==> config.mk <==
export PLATFORM = sky130hd
export DESIGN_NAME = smc_pwm_meter_flat
export DESIGN_NICKNAME = d
export VERILOG_FILES = /design/src/rtl/smc_pwm_meter_if.sv /design/src/rtl/smc_pwm_meter.sv /design/src/flat_wrapper.sv
export SDC_FILE = /design/constraint.sdc
export NUM_CORES = 1
export LEC_CHECK = 0
export CORE_ASPECT_RATIO = 0.7
export CORE_MARGIN = 8
export CORE_UTILIZATION = 58
export CTS_BUF_LIST = sky130_fd_sc_hd__clkbuf_4 sky130_fd_sc_hd__clkbuf_8
export CTS_CLUSTER_DIAMETER = 80
export DETAILED_ROUTE_END_ITERATION = 12
export GPL_TIMING_DRIVEN = 0
export HOLD_SLACK_MARGIN = 0.06
export PLACE_DENSITY = 0.92
export SYNTH_ARGS = -nofsm -noshare
export SYNTH_HDL_FRONTEND = slang
export SYNTH_SLANG_ARGS = --single-unit
==> constraint.sdc <==
create_clock -name QCLK -period 5.4 [get_ports QCLK]
set_input_delay 1.62 -clock QCLK [delete_from_list [all_inputs] [get_ports QCLK]]
set_output_delay 1.62 -clock QCLK [all_outputs]
set_load 0.02 [all_outputs]
==> src/rtl/smc_pwm_meter_if.sv <==
`default_nettype none
// +----------------------------------------------------------------------------+
// | smc_pwm_meter_if                                                           |
// | Q-bus register access plus the controller PWM lines seen by the meter.     |
// | Rev 1.0 - initial release                                                  |
// +----------------------------------------------------------------------------+
interface smc_pwm_meter_if;
  logic        QWRITE;
  logic        QSEL;
  logic [6:0]  QADDR;
  logic [15:0] QDATAIN;
  logic [15:0] QDATAOUT;
  logic [11:0] MNM;
  logic [11:0] MNP;
  logic        IRQ;

  modport master (
    output QWRITE, QSEL, QADDR, QDATAIN, MNM, MNP,
    input  QDATAOUT, IRQ
  );

  modport slave (
    input  QWRITE, QSEL, QADDR, QDATAIN, MNM, MNP,
    output QDATAOUT, IRQ
  );
endinterface
`default_nettype wire

==> src/rtl/smc_pwm_meter.sv <==
`default_nettype none
// +----------------------------------------------------------------------------+
// | smc_pwm_meter                                                              |
// | Period / high-time meter for one selected MNM/MNP line, Q-bus registers.   |
// | Optional MIN_HIGH/MAX_HIGH tracking: define SMC_PWM_METER_MINMAX_EN.       |
// | Rev 1.0 - initial release                                                  |
// +----------------------------------------------------------------------------+
module smc_pwm_meter #(
  parameter int         CNT_W     = 16,
  parameter logic [6:0] BASE_ADDR = 7'h40
) (
  input  wire logic      QCLK,
  input  wire logic      QRESET,
  smc_pwm_meter_if.slave bus
);
  typedef enum logic [1:0] {
    ST_IDLE = 2'd0,
    ST_ARM  = 2'd1,
    ST_MEAS = 2'd2
  } state_t;

  localparam logic [CNT_W-1:0] c_cnt_ones = '1;
  localparam logic [CNT_W-1:0] c_cnt_one  = CNT_W'(1);

  state_t           state_q, state_d;
  logic [6:0]       ctl_q, ctl_d;
  logic             sel_q, sel_d;
  logic [CNT_W-1:0] per_cnt_q, per_cnt_d;
  logic [CNT_W-1:0] hi_cnt_q, hi_cnt_d;
  logic [CNT_W-1:0] period_q, period_d;
  logic [CNT_W-1:0] high_q, high_d;
  logic [15:0]      count_q, count_d;
  logic [15:0]      rdata_q, rdata_d;
  logic             valid_q, valid_d;
  logic             ovf_q, ovf_d;
  logic             irq_q, irq_d;
`ifdef SMC_PWM_METER_MINMAX_EN
  logic [CNT_W-1:0] min_q, min_d;
  logic [CNT_W-1:0] max_q, max_d;
  logic             w_mm_wr;
`endif

  logic [6:0]  w_off;
  logic        w_in_win, w_wr, w_rd, w_ctl_wr, w_stat_wr;
  logic        w_sel, w_rise, w_done, w_ovf_set, w_busy;
  logic [15:0] w_mnp_ext, w_mnm_ext;
  logic        w_unused_data;

  assign w_off     = bus.QADDR - BASE_ADDR;
  assign w_in_win  = (bus.QADDR >= BASE_ADDR) && (w_off <= 7'd6);
  assign w_wr      = bus.QSEL & bus.QWRITE & w_in_win;
  assign w_rd      = bus.QSEL & ~bus.QWRITE & w_in_win;
  assign w_ctl_wr  = w_wr && (w_off == 7'd0);
  assign w_stat_wr = w_wr && (w_off == 7'd1);
  assign w_busy    = (state_q != ST_IDLE);
  assign w_unused_data = ^bus.QDATAIN[15:7];

  // Zero-extended to 16 so CHSEL 12..15 lands on a constant 0.
  assign w_mnp_ext = {4'b0000, bus.MNP};
  assign w_mnm_ext = {4'b0000, bus.MNM};
  assign w_sel     = ctl_q[5] ? w_mnm_ext[ctl_q[4:1]] : w_mnp_ext[ctl_q[4:1]];
  assign w_rise    = w_sel & ~sel_q;

  always_comb begin
    state_d   = state_q;
    ctl_d     = ctl_q;
    sel_d     = w_sel;
    per_cnt_d = per_cnt_q;
    hi_cnt_d  = hi_cnt_q;
    period_d  = period_q;
    high_d    = high_q;
    count_d   = count_q;
    w_done    = 1'b0;
    w_ovf_set = 1'b0;
    if (w_ctl_wr) begin
      // A CTL write overrides any edge or overflow seen on the same cycle.
      ctl_d     = bus.QDATAIN[6:0];
      per_cnt_d = '0;
      hi_cnt_d  = '0;
      if (bus.QDATAIN[0]) begin
        state_d = ST_ARM;
        sel_d   = 1'b1;
      end else begin
        state_d = ST_IDLE;
      end
    end else begin
      case (state_q)
        ST_ARM: begin
          if (w_rise) begin
            state_d   = ST_MEAS;
            per_cnt_d = c_cnt_one;
            hi_cnt_d  = c_cnt_one;
          end
        end
        ST_MEAS: begin
          if (w_rise) begin
            period_d  = per_cnt_q;
            high_d    = hi_cnt_q;
            count_d   = count_q + 16'd1;
            per_cnt_d = c_cnt_one;
            hi_cnt_d  = c_cnt_one;
            w_done    = 1'b1;
          end else if (per_cnt_q == c_cnt_ones) begin
            w_ovf_set = 1'b1;
            state_d   = ST_ARM;
            sel_d     = 1'b1;
          end else begin
            per_cnt_d = per_cnt_q + c_cnt_one;
            hi_cnt_d  = hi_cnt_q + CNT_W'(w_sel);
          end
        end
        default: ;
      endcase
    end
  end

  // Set beats write-1-to-clear; IRQ follows the next-state flags.
  always_comb begin
    valid_d = (valid_q & ~(w_stat_wr & bus.QDATAIN[0])) | w_done;
    ovf_d   = (ovf_q & ~(w_stat_wr & bus.QDATAIN[1])) | w_ovf_set;
    irq_d   = ctl_d[6] & (valid_d | ovf_d);
  end

`ifdef SMC_PWM_METER_MINMAX_EN
  assign w_mm_wr = w_wr && (w_off == 7'd5);

  always_comb begin
    min_d = min_q;
    max_d = max_q;
    if (w_done) begin
      if (hi_cnt_q < min_q) min_d = hi_cnt_q;
      if (hi_cnt_q > max_q) max_d = hi_cnt_q;
    end
    if (w_mm_wr) begin
      min_d = c_cnt_ones;
      max_d = '0;
    end
  end
`endif

  always_comb begin
    rdata_d = rdata_q;
    if (w_rd) begin
      case (w_off)
        7'd0:    rdata_d = {9'd0, ctl_q};
        7'd1:    rdata_d = {13'd0, w_busy, ovf_q, valid_q};
        7'd2:    rdata_d = 16'(period_q);
        7'd3:    rdata_d = 16'(high_q);
        7'd4:    rdata_d = count_q;
`ifdef SMC_PWM_METER_MINMAX_EN
        7'd5:    rdata_d = 16'(min_q);
        7'd6:    rdata_d = 16'(max_q);
`endif
        default: rdata_d = 16'd0;
      endcase
    end
  end

  always_ff @(posedge QCLK or posedge QRESET) begin
    if (QRESET) begin
      state_q   <= ST_IDLE;
      ctl_q     <= '0;
      sel_q     <= 1'b0;
      per_cnt_q <= '0;
      hi_cnt_q  <= '0;
      period_q  <= '0;
      high_q    <= '0;
      count_q   <= '0;
      rdata_q   <= '0;
      valid_q   <= 1'b0;
      ovf_q     <= 1'b0;
      irq_q     <= 1'b0;
`ifdef SMC_PWM_METER_MINMAX_EN
      min_q     <= c_cnt_ones;
      max_q     <= '0;
`endif
    end else begin
      state_q   <= state_d;
      ctl_q     <= ctl_d;
      sel_q     <= sel_d;
      per_cnt_q <= per_cnt_d;
      hi_cnt_q  <= hi_cnt_d;
      period_q  <= period_d;
      high_q    <= high_d;
      count_q   <= count_d;
      rdata_q   <= rdata_d;
      valid_q   <= valid_d;
      ovf_q     <= ovf_d;
      irq_q     <= irq_d;
`ifdef SMC_PWM_METER_MINMAX_EN
      min_q     <= min_d;
      max_q     <= max_d;
`endif
    end
  end

  assign bus.QDATAOUT = rdata_q;
  assign bus.IRQ      = irq_q;
endmodule
`default_nettype wire
==> src/flat_wrapper.sv <==
// flat-port wrapper written by rule: the top's interface ports become plain ports
module smc_pwm_meter_flat 
#(
  parameter int         CNT_W     = 16,
  parameter logic [6:0] BASE_ADDR = 7'h40
)
  (QCLK, QRESET, bus_QWRITE, bus_QSEL, bus_QADDR, bus_QDATAIN, bus_MNM, bus_MNP, bus_QDATAOUT, bus_IRQ);
  smc_pwm_meter_if bus_i ();
  input  wire logic QCLK;
  input  wire logic QRESET;
  input wire logic [$bits(bus_i.QWRITE)-1:0] bus_QWRITE;
  input wire logic [$bits(bus_i.QSEL)-1:0] bus_QSEL;
  input wire logic [$bits(bus_i.QADDR)-1:0] bus_QADDR;
  input wire logic [$bits(bus_i.QDATAIN)-1:0] bus_QDATAIN;
  input wire logic [$bits(bus_i.MNM)-1:0] bus_MNM;
  input wire logic [$bits(bus_i.MNP)-1:0] bus_MNP;
  output wire logic [$bits(bus_i.QDATAOUT)-1:0] bus_QDATAOUT;
  output wire logic [$bits(bus_i.IRQ)-1:0] bus_IRQ;
  assign bus_i.QWRITE = bus_QWRITE;
  assign bus_i.QSEL = bus_QSEL;
  assign bus_i.QADDR = bus_QADDR;
  assign bus_i.QDATAIN = bus_QDATAIN;
  assign bus_i.MNM = bus_MNM;
  assign bus_i.MNP = bus_MNP;
  assign bus_QDATAOUT = bus_i.QDATAOUT;
  assign bus_IRQ = bus_i.IRQ;
  smc_pwm_meter #(.CNT_W(CNT_W), .BASE_ADDR(BASE_ADDR)) u_core (.QCLK(QCLK), .QRESET(QRESET), .bus(bus_i));
endmodule
==> results of run 1 <==
final cells by class:
| cell class | count | share of cell area (%) |
|---|---|---|
| multi-input cells | 389 | 41.3 |
| inverters | 27 | 1.54 |
| clock buffers | 11 | 2.06 |
| plain buffers | 34 | 2.62 |
| clock inverters | 5 | 0.649 |
| repair buffers | 59 | 9.02 |
| flip-flops and latches | 109 | 40.4 |
| well taps | 128 | 2.37 |
layer usage:
layer / share of wire, % / vias to the layer above / global-route usage (%)
li1: - / 2251 / -
met1: 43 / 2493 / 35.1
met2: 43 / 336 / 36.4
met3: 12 / 35 / 6.90
met4: 1.7 / 2 / 7.06
met5: 0.079 / - / 0
cells by family (layout without fill, tap and decap cells):
family,count (synthesis),count (layout)
simple gates,169,169
buf+inv,61,136
xor+xnor,15,15
compound gates,150,150
mux,48,48
flops,109,109
fa+ha+maj,7,7
critical path: stages:
cell                              delay [ps]
sky130_fd_sc_hd__clkdlybuf4s50_1         440
sky130_fd_sc_hd__or4b_1                  650
sky130_fd_sc_hd__or4_1                   580
sky130_fd_sc_hd__o21ai_2                 370
sky130_fd_sc_hd__and4b_1                 240
sky130_fd_sc_hd__buf_2                   190
sky130_fd_sc_hd__buf_2                   220
sky130_fd_sc_hd__a22oi_1                 220
sky130_fd_sc_hd__o2bb2ai_1               110
where the power goes:
part           internal, mW  leakage, nW  switching, mW
clock                 0.184       0.0889          0.287
combinational         0.302         1.31          0.482
sequential            0.879         1.49         0.0826
registers in the layout (all words and copies together) (netlist names):
| register | cells |
|---|---|
| u_core.sel_q | 1 |
| u_core.hi_cnt_q | 16 |
| u_core.per_cnt_q | 16 |
| u_core.ctl_q | 7 |
| u_core.bus.IRQ | 1 |
| u_core.bus.QDATAOUT | 16 |
| u_core.period_q | 16 |
| u_core.valid_q | 1 |
| u_core.state_q | 2 |
| u_core.high_q | 16 |
| u_core.count_q | 16 |
| u_core.ovf_q | 1 |
synth_stat cells, types with 4 or more instances:
library cell and instances:
sky130_fd_sc_hd__mux2_2 33, sky130_fd_sc_hd__ha_1 7, sky130_fd_sc_hd__a222oi_1 13, sky130_fd_sc_hd__a22o_1 6, sky130_fd_sc_hd__nor4_1 7, sky130_fd_sc_hd__and4_1 5
sky130_fd_sc_hd__a31oi_1 5, sky130_fd_sc_hd__inv_1 27, sky130_fd_sc_hd__o22ai_1 14, sky130_fd_sc_hd__o2111a_1 6, sky130_fd_sc_hd__nand2_1 49, sky130_fd_sc_hd__nand3_1 23
sky130_fd_sc_hd__dfrtp_1 109, sky130_fd_sc_hd__nor2_1 29, sky130_fd_sc_hd__o22a_1 6, sky130_fd_sc_hd__clkbuf_1 15, sky130_fd_sc_hd__xnor2_1 13, sky130_fd_sc_hd__buf_2 12
sky130_fd_sc_hd__a21o_1 5, sky130_fd_sc_hd__nor3_1 12, sky130_fd_sc_hd__a22oi_1 10, sky130_fd_sc_hd__and2_1 4, sky130_fd_sc_hd__buf_4 5, sky130_fd_sc_hd__mux2i_1 14
sky130_fd_sc_hd__and3_1 7, sky130_fd_sc_hd__o21ai_0 25, sky130_fd_sc_hd__a21boi_0 7, sky130_fd_sc_hd__o2bb2ai_1 5, sky130_fd_sc_hd__a21oi_1 12, sky130_fd_sc_hd__nand4_1 14
layout by cell type, fill, tap and decap left out, types with 9 or more instances in the layout:
cell                              netlist  final
sky130_fd_sc_hd__o21ai_0               25     25
sky130_fd_sc_hd__mux2i_1               14     14
sky130_fd_sc_hd__nand3_1               23     23
sky130_fd_sc_hd__clkdlybuf4s50_1        0     58
sky130_fd_sc_hd__mux2_2                33     33
sky130_fd_sc_hd__clkbuf_8               0      9
sky130_fd_sc_hd__inv_1                 27     26
sky130_fd_sc_hd__xnor2_1               13     13
sky130_fd_sc_hd__o22ai_1               14     14
sky130_fd_sc_hd__buf_2                 12     12
sky130_fd_sc_hd__a21oi_1               12     12
sky130_fd_sc_hd__dfrtp_1              109    109
sky130_fd_sc_hd__clkbuf_1              15     15
sky130_fd_sc_hd__a22oi_1               10     10
sky130_fd_sc_hd__nor2_1                29     29
sky130_fd_sc_hd__nor3_1                12     12
sky130_fd_sc_hd__nand4_1               14     14
sky130_fd_sc_hd__a222oi_1              13     13
sky130_fd_sc_hd__nand2_1               49     49
worst max-delay path by stage:
stage,from,end,slack [ps],cells after the start
final,bus_QADDR[3],u_core.hi_cnt_q[5]$_DFFE_PP0P_,1020,9
after detailed placement,bus_QADDR[3],u_core.hi_cnt_q[10]$_DFFE_PP0P_,720,8
after global placement,QRESET,u_core.per_cnt_q[2]$_DFFE_PP0P_,-500,2
after floorplan,QRESET,u_core.bus.IRQ$_DFF_PP0_,910,1
after CTS,bus_QADDR[3],u_core.hi_cnt_q[5]$_DFFE_PP0P_,1110,9
after global routing,bus_QADDR[3],u_core.hi_cnt_q[10]$_DFFE_PP0P_,940,8
per-stage QoR:
stage / power [mW] / area, um^2 / util [%]
6_report: 2.22 / 6750 / 69.4
5_1_grt: 2.31 / 6750 / 69.4
4_1_cts: 2.19 / 6750 / 69.4
3_5_place_dp: 1.73 / 6560 / 67.5
3_3_place_gp: 1.69 / 6530 / 67.2
2_1_floorplan: 1.49 / 5790 / -
==> tab_implementation.tex, run 1 <==
\begin{tabular}{lr}
\hline
Metric & Value \\
\hline
\multicolumn{2}{l}{\textbf{Logic synthesis}} \\
\quad Compound-gate portion of the synthesized area & approximately a fifth \\
\quad Share of synthesized cell area in and, or, nand and nor gates & $\sim$15\% \\
\quad Main area contributors after synthesis & sky130\_fd\_sc\_hd\_\_dfrtp\_1, sky130\_fd\_sc\_hd\_\_mux2\_2, sky130\_fd\_sc\_hd\_\_nand2\_1 \\
\quad Syn avg cell area & 10.4 um\^{}2 \\
\quad Adder-Cell Fraction of Synth Area & 1.51\% \\
\quad Dominant combinational cell family by area after synthesis & compound AO/OA/AOI/OAI gates \\
\quad Post-synth top area cell & sky130\_fd\_sc\_hd\_\_dfrtp\_1 \\
\quad Async set-reset flop share out of synthesis & 100\% \\
\quad Netlist cell types & 68 \\
\quad Ys flop type & sky130\_fd\_sc\_hd\_\_dfrtp\_1 \\
\quad Sequential cell area fraction in the yosys report & between 40\% and 50\% \\
\quad Number of synthesized flops with an enable pin & 0 \\
\quad Gate count after technology mapping & between 500 and 600 \\
\quad Number of warnings printed during yosys synthesis & 0 \\
\quad Post-Synthesis Cell Area & 5790 um\^{}2 \\
\quad Number of nets in the synthesized netlist & 617 \\
\quad Area fraction of the dominant cell type after synthesis & between 40\% and 50\% \\
\quad Post-synthesis register bit count & between 100 and 150 \\
\quad Proportion of synthesized area in mux cells & a little under a tenth \\
\quad XOR/XNOR share of the synthesized area & under 10\% \\
\multicolumn{2}{l}{\textbf{Clocking}} \\
\quad Clock sink count & approximately 110 \\
\quad Bufs on Longest Clock Path & 2 \\
\quad Maximum level of the CTS H-tree & 3 \\
\quad Post-CTS clock slew at the launch and capture registers of the worst setup and hold paths & approximately 110 ps \\
\quad TritonCTS clock tree & done \\
\quad Worst-skew pair later-pin latency & about 380 ps \\
\quad Cell at the root of the clock tree & sky130\_fd\_sc\_hd\_\_clkbuf\_8 \\
\quad Number of gates resized after CTS & 0 \\
\quad Hold-fix buffer count after cts & 0 \\
\quad Post-CTS repair timing setup buffer count & 0 \\
\quad TritonCTS buffer count & 9 \\
\multicolumn{2}{l}{\textbf{STA}} \\
\quad Highest attainable clock frequency & around 0.23 GHz \\
\quad Final setup violating endpoints & 0 \\
\quad Hold Violations, Final & 0 \\
\quad Final Max Slew Viols & 0 \\
\quad Min Hold Slack & slightly below 500 ps \\
\quad Largest clock skew in the final design & 15.9 ps \\
\quad Slew at the pin closest to its max-slew limit & 989 ps \\
\quad Worst relative slew slack & approximately a third \\
\quad Unrepaired setup endpoints after global routing & no \\
\quad Final Cycle Share & 81.0\% \\
\quad Total negative slack for setup checks & 0 ps \\
\quad Min Clock Period, post-route & roughly 4400 ps \\
\quad Post-layout worst setup margin & slightly above 1000 ps \\
\multicolumn{2}{l}{\textbf{Final layout}} \\
\quad Antenna diode count & 0 \\
\quad Area of the multi-input gates & roughly 2800 um\^{}2 \\
\quad Combined flip-flop and latch cell area & around 2700 um\^{}2 \\
\quad Total Nets Final & 687 \\
\quad Fillcell total & just under 700 \\
\quad Layout cells sized above 1 & $\sim$13\% \\
\quad Count of placed standard cells in the final layout, fillers left out & about 760 \\
\quad Area Overhead vs Synth & 16.5\% \\
\multicolumn{2}{l}{\textbf{Critical path}} \\
\quad CP Capture Type & register \\
\quad R2r startpoint & u\_core.ctl\_q[1]\$\_DFFE\_PP0N\_ \\
\quad Required time of the critical path & around 5700 ps \\
\quad Register-to-Register Path Depth & 11 \\
\quad Setup CP Type & in2reg \\
\quad Element type at the critical path start & input pin \\
\quad Crit-path max FO & 10 \\
\quad Worst flop-to-flop path endpoint & u\_core.hi\_cnt\_q[10]\$\_DFFE\_PP0P\_ \\
\quad Register-to-register setup slack & between 2000 and 2500 ps \\
\quad Crit path DAT & between 4000 and 5000 ps \\
\multicolumn{2}{l}{\textbf{Global routing}} \\
\quad Maximum number of pins on one net before global-route repair & between 60 and 70 \\
\quad Number of antenna violations at the first check in global routing & 1 \\
\quad Vias in the first global route & 4894 \\
\quad Total congestion overflow after global routing & 0 \\
\quad Global-route wire length before repair & 26.6 mm \\
\quad Global-route usage over all layers & 24.8\% \\
\multicolumn{2}{l}{\textbf{Worst hold path}} \\
\quad Worst-case hold path end point & u\_core.count\_q[15]\$\_DFFE\_PP0P\_ \\
\quad Worst hold path stage count & 1 \\
\quad Source of the worst hold timing path & u\_core.count\_q[15]\$\_DFFE\_PP0P\_ \\
\quad Worst min path class & reg2reg \\
\multicolumn{2}{l}{\textbf{Place}} \\
\quad IO buf count & 58 \\
\quad Instance count after placement with tap cells included & 746 \\
\quad Detailed placement HPWL & $\sim$12 mm \\
\quad RePlAce Congestion & between 0.8 and 0.9 \\
\quad Place WS & 725 ps \\
\multicolumn{2}{l}{\textbf{Floorplanning}} \\
\quad Horizontal die dimension & $\sim$140 um \\
\quad Number of placement rows & 30 \\
\quad Starting Density & 59.6\% \\
\quad Boundary Pins & 68 \\
\quad DIE AREA & 13500 um\^{}2 \\
\quad Die height & 99.6 um \\
\quad Area inside the core boundary & approximately 9700 um\^{}2 \\
\multicolumn{2}{l}{\textbf{Outcome}} \\
\quad Status & finished, final reports clean \\
\multicolumn{2}{l}{\textbf{Power}} \\
\quad Maximum resistive drop on vdd & about 0.00019 V \\
\quad Leak Pwr & 2.88 nW \\
\quad Power density over cell area & around 330 nW/um\^{}2 \\
\multicolumn{2}{l}{\textbf{Drt}} \\
\quad Remaining routing DRC violations & 0 \\
\quad Count of nets left with antenna violations after detail routing & 0 \\
\quad TritonRoute pass-1 iters & 6 \\
\quad Drt wl/cell & about 22 um \\
\quad Via density per instance & about 6.7 \\
\quad First DRT Iteration DRCs & $\sim$700 \\
\quad Detailed-route via count & 5117 \\
\quad DRT Wirelength & about 17 mm \\
\multicolumn{2}{l}{\textbf{Job}} \\
\quad Number of maximum-capacitance constraint violations & 0 \\
\hline
\end{tabular}
Note: power is estimated with default switching activity, not from simulation.
==> run 2: changes to the inputs <==
==> constraint.sdc (replaced) <==
create_clock -name QCLK -period 4.22 [get_ports QCLK]
set_input_delay 1.266 -clock QCLK [delete_from_list [all_inputs] [get_ports QCLK]]
set_output_delay 1.266 -clock QCLK [all_outputs]
set_load 0.02 [all_outputs]
==> results of run 2 <==
Same layout as run 1 (identical final DEF). Status: finished, final reports clean.
Among the figures that moved: setup slack after placement 725 ps -> -101 ps; setup slack after layout 1020 ps -> 199 ps; register-to-register setup slack 2280 ps -> 1100 ps; total power 2.22 mW -> 2.84 mW; worst IR drop on VDD 0.000191 V -> 0.000245 V
